**config.mk**
```make
export PLATFORM = sky130hd
export DESIGN_NAME = multi_function_register_seq
export DESIGN_NICKNAME = d
export VERILOG_FILES = /design/src/rtl/multi_function_register_seq.sv
export SDC_FILE = /design/constraint.sdc
export NUM_CORES = 1
export LEC_CHECK = 0
export ABC_CLOCK_PERIOD_IN_PS = 2000
export BUFFER_PORTS_ARGS = -buffer_cell sky130_fd_sc_hd__buf_2
export CAP_MARGIN = 20
export CORE_ASPECT_RATIO = 1.5
export CORE_MARGIN = 5
export CORE_UTILIZATION = 54
export CTS_CLUSTER_SIZE = 8
export DETAILED_ROUTE_END_ITERATION = 8
export PLACE_DENSITY = 0.84
export SYNTH_ARGS = -nofsm -noshare
export SYNTH_HDL_FRONTEND = slang
export SYNTH_SLANG_ARGS = --single-unit
```
**constraint.sdc**
```tcl
create_clock -name clk -period 2 [get_ports clk]
set_input_delay 0.1 -clock clk [delete_from_list [all_inputs] [get_ports clk]]
set_output_delay 0.1 -clock clk [all_outputs]
set_load 0.02 [all_outputs]
```
**src/rtl/multi_function_register_seq.sv**
```systemverilog
// ============================================================================
// Module   : multi_function_register_seq
// Purpose  : WIDTH-bit accumulator/shift register with an opcode command set and
//            an iterative shifter that moves one bit per cycle.
// Revision : 1.0 - initial parametrised release
// ============================================================================
`default_nettype none

module multi_function_register_seq #(
  parameter int WIDTH = 8,
  parameter int SAT   = 0,
  parameter int SHW   = $clog2(WIDTH)
) (
  input  logic             clk,
  input  logic             reset,
  input  logic             op_valid,
  output logic             op_ready,
  input  logic [2:0]       op,
  input  logic [WIDTH-1:0] din,
  input  logic [SHW-1:0]   shamt,
  output logic [WIDTH-1:0] q,
  output logic             carry,
  output logic             zero,
  output logic             busy,
  output logic             done
);

  localparam logic [0:0] S_IDLE  = 1'b0;
  localparam logic [0:0] S_SHIFT = 1'b1;

  localparam logic [2:0] OP_NOP  = 3'd0;
  localparam logic [2:0] OP_LOAD = 3'd1;
  localparam logic [2:0] OP_INC  = 3'd2;
  localparam logic [2:0] OP_DEC  = 3'd3;
  localparam logic [2:0] OP_SHL  = 3'd4;
  localparam logic [2:0] OP_SHR  = 3'd5;
  localparam logic [2:0] OP_ASR  = 3'd6;

  localparam logic [WIDTH-1:0] C_ALL_ONES = {WIDTH{1'b1}};
  localparam logic [WIDTH-1:0] C_ZERO     = {WIDTH{1'b0}};
  localparam logic [WIDTH-1:0] C_ONE      = {{(WIDTH-1){1'b0}}, 1'b1};
  localparam logic [SHW-1:0]   C_CNT_ONE  = SHW'(1);
  localparam logic [SHW-1:0]   C_CNT_ZERO = {SHW{1'b0}};

  logic [0:0]       state_q, state_d;
  logic [2:0]       op_q, op_d;
  logic [SHW-1:0]   cnt_q, cnt_d;
  logic [WIDTH-1:0] reg_q, reg_d;
  logic             carry_q, carry_d;
  logic             done_q, done_d;

  logic [WIDTH-1:0] shift_val_w;
  logic             shift_carry_w;

  // Single-bit step of the latched shift/rotate opcode.
  always_comb begin
    shift_val_w   = {reg_q[WIDTH-2:0], reg_q[WIDTH-1]};
    shift_carry_w = reg_q[WIDTH-1];
    case (op_q)
      OP_SHL: begin
        shift_val_w   = {reg_q[WIDTH-2:0], 1'b0};
        shift_carry_w = reg_q[WIDTH-1];
      end
      OP_SHR: begin
        shift_val_w   = {1'b0, reg_q[WIDTH-1:1]};
        shift_carry_w = reg_q[0];
      end
      OP_ASR: begin
        shift_val_w   = {reg_q[WIDTH-1], reg_q[WIDTH-1:1]};
        shift_carry_w = reg_q[0];
      end
      default: begin
        shift_val_w   = {reg_q[WIDTH-2:0], reg_q[WIDTH-1]};
        shift_carry_w = reg_q[WIDTH-1];
      end
    endcase
  end

  always_comb begin
    state_d = state_q;
    op_d    = op_q;
    cnt_d   = cnt_q;
    reg_d   = reg_q;
    carry_d = carry_q;
    done_d  = 1'b0;
    case (state_q)
      S_IDLE: begin
        if (op_valid) begin
          done_d = 1'b1;
          case (op)
            OP_NOP: begin
            end
            OP_LOAD: begin
              reg_d   = din;
              carry_d = 1'b0;
            end
            OP_INC: begin
              if (reg_q == C_ALL_ONES) begin
                carry_d = 1'b1;
                reg_d   = (SAT != 0) ? C_ALL_ONES : C_ZERO;
              end else begin
                carry_d = 1'b0;
                reg_d   = reg_q + C_ONE;
              end
            end
            OP_DEC: begin
              if (reg_q == C_ZERO) begin
                carry_d = 1'b1;
                reg_d   = (SAT != 0) ? C_ZERO : C_ALL_ONES;
              end else begin
                carry_d = 1'b0;
                reg_d   = reg_q - C_ONE;
              end
            end
            default: begin
              // Zero-length shifts finish immediately; others hand off to SHIFT.
              if (shamt == C_CNT_ZERO) begin
                carry_d = 1'b0;
              end else begin
                done_d  = 1'b0;
                op_d    = op;
                cnt_d   = shamt;
                state_d = S_SHIFT;
              end
            end
          endcase
        end
      end
      S_SHIFT: begin
        reg_d   = shift_val_w;
        carry_d = shift_carry_w;
        cnt_d   = cnt_q - C_CNT_ONE;
        if (cnt_q == C_CNT_ONE) begin
          state_d = S_IDLE;
          done_d  = 1'b1;
        end
      end
      default: begin
        state_d = S_IDLE;
      end
    endcase
  end

  always_ff @(posedge clk or posedge reset) begin
    if (reset) begin
      state_q <= S_IDLE;
      op_q    <= OP_NOP;
      cnt_q   <= C_CNT_ZERO;
      reg_q   <= C_ZERO;
      carry_q <= 1'b0;
      done_q  <= 1'b0;
    end else begin
      state_q <= state_d;
      op_q    <= op_d;
      cnt_q   <= cnt_d;
      reg_q   <= reg_d;
      carry_q <= carry_d;
      done_q  <= done_d;
    end
  end

  assign busy     = (state_q == S_SHIFT);
  assign op_ready = ~busy;
  assign q        = reg_q;
  assign carry    = carry_q;
  assign zero     = (reg_q == C_ZERO);
  assign done     = done_q;

endmodule

`default_nettype wire
```
=== After elaboration in Yosys (flattened, before gate mapping) ===
Index checks and enable logic that the tools add are counted.

* Add/subtract/negate cells: 3
* Eq/ne operators: 15
* Mux-type cells: 27
* Bitwise operators: 3
* Reductions and logical operators: 10

{| class="wikitable"
|+ Operators with widths
! cell !! count
|-
| 8-bit case mux with 3 select lines || 2
|-
| 8-bit 2-to-1 mux || 3
|-
| 8-bit case mux with 2 select lines || 1
|-
| 1-bit 2-to-1 mux || 13
|-
| 2-bit inequality test, second input constant || 5
|-
| 3-bit == test, second input constant || 3
|-
| 3-bit 2-to-1 mux || 3
|-
| 3-bit AND reduction || 3
|-
| 8-bit by 1-bit adder with 8-bit output, second input constant || 1
|-
| 8-bit == test, second input constant || 1
|-
| 8-bit zero test || 1
|-
| 8-bit by 1-bit subtractor with 8-bit output, second input constant || 1
|-
| 3-bit by 1-bit == test with 1-bit output, second input constant || 2
|-
| 3-bit by 2-bit == test with 1-bit output, second input constant || 2
|-
| 3-bit zero test || 2
|-
| 1-bit case mux with 2 select lines || 3
|-
| 3-bit case mux with 2 select lines || 1
|-
| 5-bit by 1-bit inequality test with 1-bit output, second input constant || 1
|-
| 4-bit by 1-bit inequality test with 1-bit output, second input constant || 1
|-
| 1-bit case mux with 4 select lines || 1
|-
| 4-bit AND reduction || 1
|-
| 4-bit OR reduction || 1
|-
| 1-bit inverter || 3
|-
| 3-bit by 1-bit subtractor with 3-bit output, second input constant || 1
|-
| other kinds (2) || 2
|}

* Flip-flop bits (word level): 17
* Bits of input ports: 17
* Output and inout bits: 13

=== Depth between registers and ports, before layout ===
Gate-level depths: netlist (run 1).

* Word-level depth: 5
* Mapped depth: 8
* Depth with buffers taken out: 7

=== Least setup slack after synthesis (run 1) ===
Ideal clock, no wire load.

* Path type: register to register
* Start point: register reg_q[0] (netlist: q[0])
* End point: register reg_q[4] (netlist: q[4])
* Arrival: 1736 ps
* Required time: 1852 ps
* Setup slack: 116 ps
* Cell stages (with the launch flop): 9
* Path buffers: 1
* Cells stage by stage: dfrtp_1 buf_2 clkinv_1 ha_1 nor3b_2 xnor2_1 o21ai_1 a2111oi_0 a311oi_1

* Cells in the longest elaborated chain, start to end: 5
* Elaborated cells on any way between the ends: 9
* Classes of those cells: add/sub (2); eq/ne (1); mux (5); reduce/logical (1)

{| class="wikitable"
|+ RTL lines
! element !! RTL line !! RTL
|-
| start: declaration || 48 || <nowiki>logic [WIDTH-1:0] reg_q, reg_d;</nowiki>
|-
| start signal: assignment || 156 || <nowiki>reg_q <= reg_d;</nowiki>
|-
| 8-bit by 1-bit subtractor with 8-bit output (tied with other cells) || 112 || <nowiki>reg_d = reg_q - C_ONE;</nowiki>
|-
| 8-bit 2-to-1 mux (on tied branches) || 107, 98 ||
|-
| 8-bit case mux with 3 select lines (*) || 90 || <nowiki>case (op)</nowiki>
|-
| 8-bit 2-to-1 mux (*) || 88 || <nowiki>if (op_valid) begin</nowiki>
|-
| 8-bit case mux with 2 select lines (*) || 86 || <nowiki>case (state_q)</nowiki>
|}

Every way passes the cells marked *; elsewhere a longest branch is shown, timed or not. The select of a mux whose other input is x is not followed.
A chain may end at the register's enable or synchronous reset.

=== Final worst setup path (run 1) ===
* Start point: register reg_q[2] (netlist: q[2])
* End point: register reg_q[3] (netlist: q[3])

* Cells in the longest elaborated chain, start to end: 5
* Elaborated cells on any way between the ends: 10
* Classes of those cells: add/sub (2); eq/ne (1); mux (6); reduce/logical (1)

{| class="wikitable"
|+ RTL lines
! element !! RTL line
|-
| 8-bit by 1-bit subtractor with 8-bit output (tied with other cells) || 112
|-
| 8-bit 2-to-1 mux (on tied branches) || 107, 98
|-
| 8-bit case mux with 3 select lines || 90
|-
| 8-bit 2-to-1 mux || 88
|-
| 8-bit case mux with 2 select lines (*) || 86
|}

Marked as above.

==> impl_results.md, run 1 <==
- Clk_skew: between 0.004 and 0.005 ns
- Max Cap Viol: 0
- Post-synthesis simple-gate area fraction: ~23%
- Post-Syn Area: 0.00145 mm²
- Share of cells above drive strength 1: between 20% and 30%
- DR DRC count: 0
- WL met3: around 290 µm
- Die area: approximately 0.0039 mm²
- Cell family with most CP delay: compound AO/OA/AOI/OAI gates
- Via count of the first global-routing pass: 1517
- Synth warn: 0
- Post-Synth Adder-Cell Area: under 10%
- Gate Count Post-Synth: between 150 and 200
- Sink Count: 17
- F_max: around 540 MHz
- Port bufs: 29
- Seq/Total Area, Yosys: 29.3%
- Worst Hold Path EP: cnt_q[2]$_DFFE_PP0P_
- Register-to-register setup slack: approximately 0.14 ns
- Crit path depth: 4
- Worst hold margin: 0.133 ns
- Num CTS Buffers: 3
- VDD IR-drop max: ~920 µV
- Post-route clock period utilization: around 93%
- Reg2reg start: q[2]$_DFFE_PP0P_
- Slowest stage delay, CP: 0.63 ns
- Initial DRC count: 85
- Slew headroom: about 55%
- PD cells: between 1500 and 2000 mW/mm²
- Largest family of logic cells by synthesized area: compound AO/OA/AOI/OAI gates
- Post-Syn Nets: approximately 200
- Syn avg cell area: between 8 and 9 µm²
- CP Class: flip-flop to flip-flop
- Antenna-violating nets left: 0
- Distinct cells, synth: 53
- Critical-path maximum fanout: 13
- Final Max Slew Viols: 0
- Worst-case clock buffer depth: 2
- Post-synth EDFFs: 0
- H-tree levels: 1
- CTS tree: yes
- Min-delay worst type: primary input to flip-flop
- Hold Vio Cnt, Final: 0
- Worst path bufs/invs: 0
- Mux share of post-synthesis cell area: around 5.3%
- Final-report setup violation count: 0
- Minimum clock period: roughly 1.9 ns
- CTS root buffer: clkbuf_8
- Leak: 0.730 nW
- GRT Total Usage: between 20% and 30%
- Reg2Reg Depth: 4
- Final #Nets: 227
- # IOs: 30
- Reg-to-Reg End: q[3]$_DFFE_PP0P_
- Critical Path Slowest Stage Cell: dfrtp_1
- Metal2 WL: about 2.3 mm
- Most used DFF post-synth: dfrtp_1
- RSZ-0062 raised after global routing: no
- Area grow syn2layout: 14.9%
- Detailed-route via count: 1515
- Die Wd: 52.4 µm
- Die Ht: 73.6 µm
- Setup tns final: 0 ns
- Outcome: finished, final reports clean
- Critical Path End Type: flip-flop
- TritonRoute pass-1 iters: 4
- Placed Area: roughly 0.0016 mm²
- Antenna fix cells: 0
- Synthesis-stage register bit count: 17
- Worst Tran Pin Value: between 0.6 and 0.7 ns
- Mean number of vias per cell: roughly 6.3
- Cells after DPL: ~240
- WL/cell: 17.8 µm
- Worst-path clk slew: approximately 0.08 ns
- Post-DP HPWL: 3.22 mm
- Global-route wire length before repair: around 7 mm
- Remaining Overflow, GRT: 0
- Rows: 23
- Startpoint Class: flip-flop
- Final WL: approximately 4.3 mm
- Placer Congestion: slightly above 1
- Filler cells: about 230
- Hold_sp: shamt[2]
- Number of antenna violations at the first check in global routing: 0
- Core Footprint: 0.00262 mm²
- WHS Path Cells: 3
- Clk Latency, worst-skew pair: ~0.26 ns
- Post-synth ARST share: 100%
- XOR/XNOR share of the synthesized area: between 4 and 5%
- WL met1: between 1.5 and 2 mm
- Top sig layer: met4
- Final instance area: between 0.0015 and 0.002 mm²
- Pin count of the biggest net entering global routing: 19
- Compound-Gate Fraction of Synth Area: between 20% and 30%
- Critical path cell sequence: nand3_1 -> o21a_1 -> a2111oi_0 -> a211oi_1
- CP required: between 2 and 2.5 ns
- Final Non-Filler Cells: 242
- CP arrival: between 1.5 and 2 ns
- Initial Util: a little under three fifths
[tightest hold or removal path, cell delays in order]
cell	delay, ns
buf_2	0.12
a32oi_1	0.07
o21ai_1	0.07
[metrics by stage]
stage          total power, mW  setup slack (ns)  utilization (%)
6_report                  2.75             0.138             63.8
5_1_grt                   2.96            0.0151             63.8
4_1_cts                   2.73             0.129             63.7
3_5_place_dp              2.46             0.142             61.5
3_3_place_gp              2.39             0.184             61.5
2_1_floorplan             2.00             0.116                -
[final cells by class]
type	instances	area (µm²)	area share [%]
Inverter	14	52.6	3.15
Clock inverter	1	5.00	0.300
Tap cell	37	46.3	2.77
Clock buffer	3	41.3	2.47
Multi-Input combinational cell	136	915	54.8
Timing Repair Buffer	34	185	11.1
Sequential cell	17	425	25.5
[how the worst max path moves through the flow]
stage                                start                to  slack, ns
final                     q[2]$_DFFE_PP0P_  q[3]$_DFFE_PP0P_       0.14
after CTS                 q[1]$_DFFE_PP0P_  q[3]$_DFFE_PP0P_       0.13
after global routing      q[2]$_DFFE_PP0P_  q[3]$_DFFE_PP0P_       0.02
after global placement    q[1]$_DFFE_PP0P_  q[3]$_DFFE_PP0P_       0.18
after detailed placement  q[1]$_DFFE_PP0P_  q[3]$_DFFE_PP0P_       0.14
after floorplan           q[0]$_DFFE_PP0P_  q[4]$_DFFE_PP0P_       0.12
[metal layers]
layer  vias up  global-route usage [%]
met5         -                       0
met2        69                    42.8
met3        12                    4.46
met1       726                    27.9
li1        708                       -
met4         0                    12.2
[power by group]
group	switching (mW)	total, mW	internal, mW
Clock	0.135	0.274	0.139
Combinational	0.952	1.64	0.690
Sequential	0.319	0.834	0.515
Total	1.41	2.75	1.34
[synthesized netlist by cell type, drive strengths merged (3+ instances only)]
cell	count	area, µm²
dfrtp	17	425
a21oi	15	78.8
nor2	14	52.6
inv	13	48.8
nand2	13	51.3
buf	10	52.6
nand3	9	45.0
nor3	9	60.1
o21ai	9	48.8
a31oi	5	31.3
ha	4	50.1
mux2i	4	40.0
nand2b	4	25.0
xnor2	4	35.0
xor2	4	35.0
a221oi	3	26.3
clkbuf	3	11.3
mux2	3	37.5
o311ai	3	33.8
[timing repair]
| action | 4_1_cts | 5_1_grt |
|---|---|---|
| hold buffers | 1 | 0 |
| endpoints found under the hold margin | 17 | 0 |
| setup endpoints to repair | 0 | 1 |
| buffers inserted | 0 | 0 |
| resized for setup | 0 | 1 |
[layout by cell type, fill, tap and decap left out, types with 3 or more instances in the layout]
master    synthesis  final
clkbuf_8          0      3
inv_1            12     12
nand3_1           9      9
o21ai_0           3      3
dfrtp_1          17     17
a21oi_1          14     14
buf_4             1      4
xnor2_1           4      4
nor3_2            3      3
a221oi_1          3      3
xor2_1            4      4
ha_1              4      3
a31oi_1           5      5
nand2b_1          4      4
mux2i_1           4      4
o21ai_1           5      5
buf_2             9     29
nor2_1           14     14
nor3_1            6      6
nand2_1          12     12
[state kept, by name, indices dropped and copies added (netlist names)]
| register | flops |
|---|---|
| busy | 1 |
| carry | 1 |
| cnt_q | 3 |
| done | 1 |
| op_q | 3 |
| q | 8 |
[cell families after synthesis]
logic type      after synthesis
simple gates                 62
compound gates               55
buf+inv                      27
flops                        17
xor+xnor                      8
mux                           7
fa+ha+maj                     4
(Power assumes the default switching activity.)
==> inputs of run 2 (changes only) <==
- PLACE_DENSITY: 0.84 -> 0.79
- RECOVER_POWER: unset -> 100
==> impl_results.md, run 2 (synthesis results as in run 1) <==
- Area of the multi-input gates: approximately 900 µm²
- Worst Tran Pin Value: between 0.6 and 0.7 ns
- Worst-case clock buffer depth: 2
- Hold_sp: shamt[2]
- WHS Path Cells: 3
- Initial Util: between 50% and 60%
- Sw Ratio: a little over half
- F_max: 542 MHz
- Total power: 2.72 mW
- # IOs: 30
- Min-delay worst type: primary input to flip-flop
- Slew headroom: about 54%
- PD cells: about 1600 mW/mm²
- Core Footprint: ~0.0026 mm²
- Register-to-register setup slack: between 0.15 and 0.2 ns
- Post-DP HPWL: ~3.2 mm
- WL/cell: ~18 µm
- Post-route clock period utilization: a little over 90%
- Minimum clock period: between 1.5 and 2 ns
- Final #Nets: between 200 and 250
- Placed Area: about 0.0016 mm²
- Clk Latency, worst-skew pair: ~0.26 ns
- Final core utilization: 63.0%
- Final-report setup violation count: 0
- Initial DRC count: 76
- Mean number of vias per cell: ~6.4
- Commonest non-fill, non-tap cell in the layout: buf_2
- Clk_skew: 0.00446 ns
- Critical Path End Type: flip-flop
- Reg2reg start: q[0]$_DFFE_PP0P_
- Post-route setup slack: 0.156 ns
- CTS root buffer: clkbuf_8
- Remaining Overflow, GRT: 0
- CTS tree: yes
- Placer Congestion: between 1 and 1.5
- Die Ht: 73.6 µm
- Sink Count: 17
- DP Worst Slack: around 0.15 ns
- Via count of the first global-routing pass: about 1500
- Gate power share: roughly three fifths
- Sequential fraction of design power: around 30%
- Net Sw Power: roughly 1.4 mW
- Internal power: about 1.3 mW
- Register area: about 430 µm²
- Final instance area: about 0.0017 mm²
- Leak: 0.700 nW
- Antenna-violating nets left: 0
- Worst-path clk slew: 0.07 ns
- VDD IR-drop max: between 800 and 900 µV
- DR DRC count: 0
- Port bufs: 29
- Area grow syn2layout: 13.5%
- Outcome: finished, final reports clean
- TritonRoute pass-1 iters: 4
- H-tree levels: 1
- Final WL: approximately 4.4 mm
- Setup tns final: 0 ns
- Hold Vio Cnt, Final: 0
- CP arrival: approximately 1.9 ns
- Global-route wire length before repair: 7.33 mm
- Clock power frac: between 10% and 20%
- Filler cells: approximately 240
- Critical-path maximum fanout: 7
- Max reg flops: 8
- Most frequent cells in the layout: buf_2, dfrtp_1, nor2_1, a21oi_1
- Startpoint Class: flip-flop
- Number of antenna violations at the first check in global routing: 0
- Die area: between 0.003 and 0.004 mm²
- Detailed-route via count: about 1600
- Setup Buffers After CTS: 0
- CP required: around 2.1 ns
- Reg2Reg Depth: 7
- Reg-to-Reg End: q[4]$_DFFE_PP0P_
- Pin count of the biggest net entering global routing: 19
- RSZ-0062 raised after global routing: no
- Final Max Slew Viols: 0
- Share of cells above drive strength 1: around 17%
- Worst Hold Path EP: cnt_q[2]$_DFFE_PP0P_
- Num CTS Buffers: 3
- Rows: 23
- CP Class: flip-flop to flip-flop
- Die Wd: around 52 µm
- Antenna fix cells: 0
- GRT Total Usage: around a quarter
- Max Cap Viol: 0
## run 2: cell count changes in the layout (fill, tap and decap cells not counted), sizes merged
cell    delta
buf       -10
clkinv     -1
clkbuf    +13
## run 2: area by class of cell
class	count	area share, %
Multi-Input combinational cell	136	55.0
Sequential cell	17	25.9
Timing Repair Buffer	36	10.5
Inverter	14	3.18
Tap cell	37	2.81
Clock buffer	4	2.73
## run 2: repair_timing
action,CTS,global route
endpoints found under the hold margin,17,0
gates resized for setup,0,1
hold buffers,1,0
endpoints found under the setup margin,0,1
## run 2: how the worst max path moves through the flow
stage / start / end / slack (ns)
after floorplan: q[0]$_DFFE_PP0P_ / q[4]$_DFFE_PP0P_ / 0.12
after global placement: q[0]$_DFFE_PP0P_ / q[3]$_DFFE_PP0P_ / 0.24
after detailed placement: q[0]$_DFFE_PP0P_ / q[4]$_DFFE_PP0P_ / 0.15
after CTS: q[0]$_DFFE_PP0P_ / q[4]$_DFFE_PP0P_ / 0.13
after global routing: q[1]$_DFFE_PP0P_ / q[3]$_DFFE_PP0P_ / 0.03
final: q[0]$_DFFE_PP0P_ / q[4]$_DFFE_PP0P_ / 0.16
## run 2: critical path, stage by stage, from the launching register on
cell	delay [ns]
dfrtp_2	0.42
clkinv_1	0.15
ha_1	0.30
nor3b_2	0.19
xnor2_1	0.16
o21ai_1	0.07
a2111oi_0	0.29
a311oi_1	0.12
## run 2: power by group through the flow
stage	registers (mW)	logic, mW	clock network [mW]
6_report	0.802	1.65	0.272
5_1_grt	0.826	1.81	0.285
4_1_cts	0.793	1.70	0.272
3_5_place_dp	0.800	1.69	0
3_3_place_gp	0.787	1.66	0
2_1_floorplan	0.780	1.22	0
## run 2: layer usage
layer / track usage [%] / up-vias / part of all wire (%)
li1: - / 717 / -
met1: 30.5 / 758 / 39
met4: 8.24 / 0 / 2.5
met2: 44.5 / 79 / 51
met3: 3.04 / 16 / 7.8
met5: 0 / - / 0
## run 2: metrics by stage
step                      instances  hold WS (ns)
after detailed placement        239         0.245
after CTS                       244         0.109
final                           244         0.113
after global placement          239         0.234
after floorplan                 180        0.0261
after global routing            244         0.138
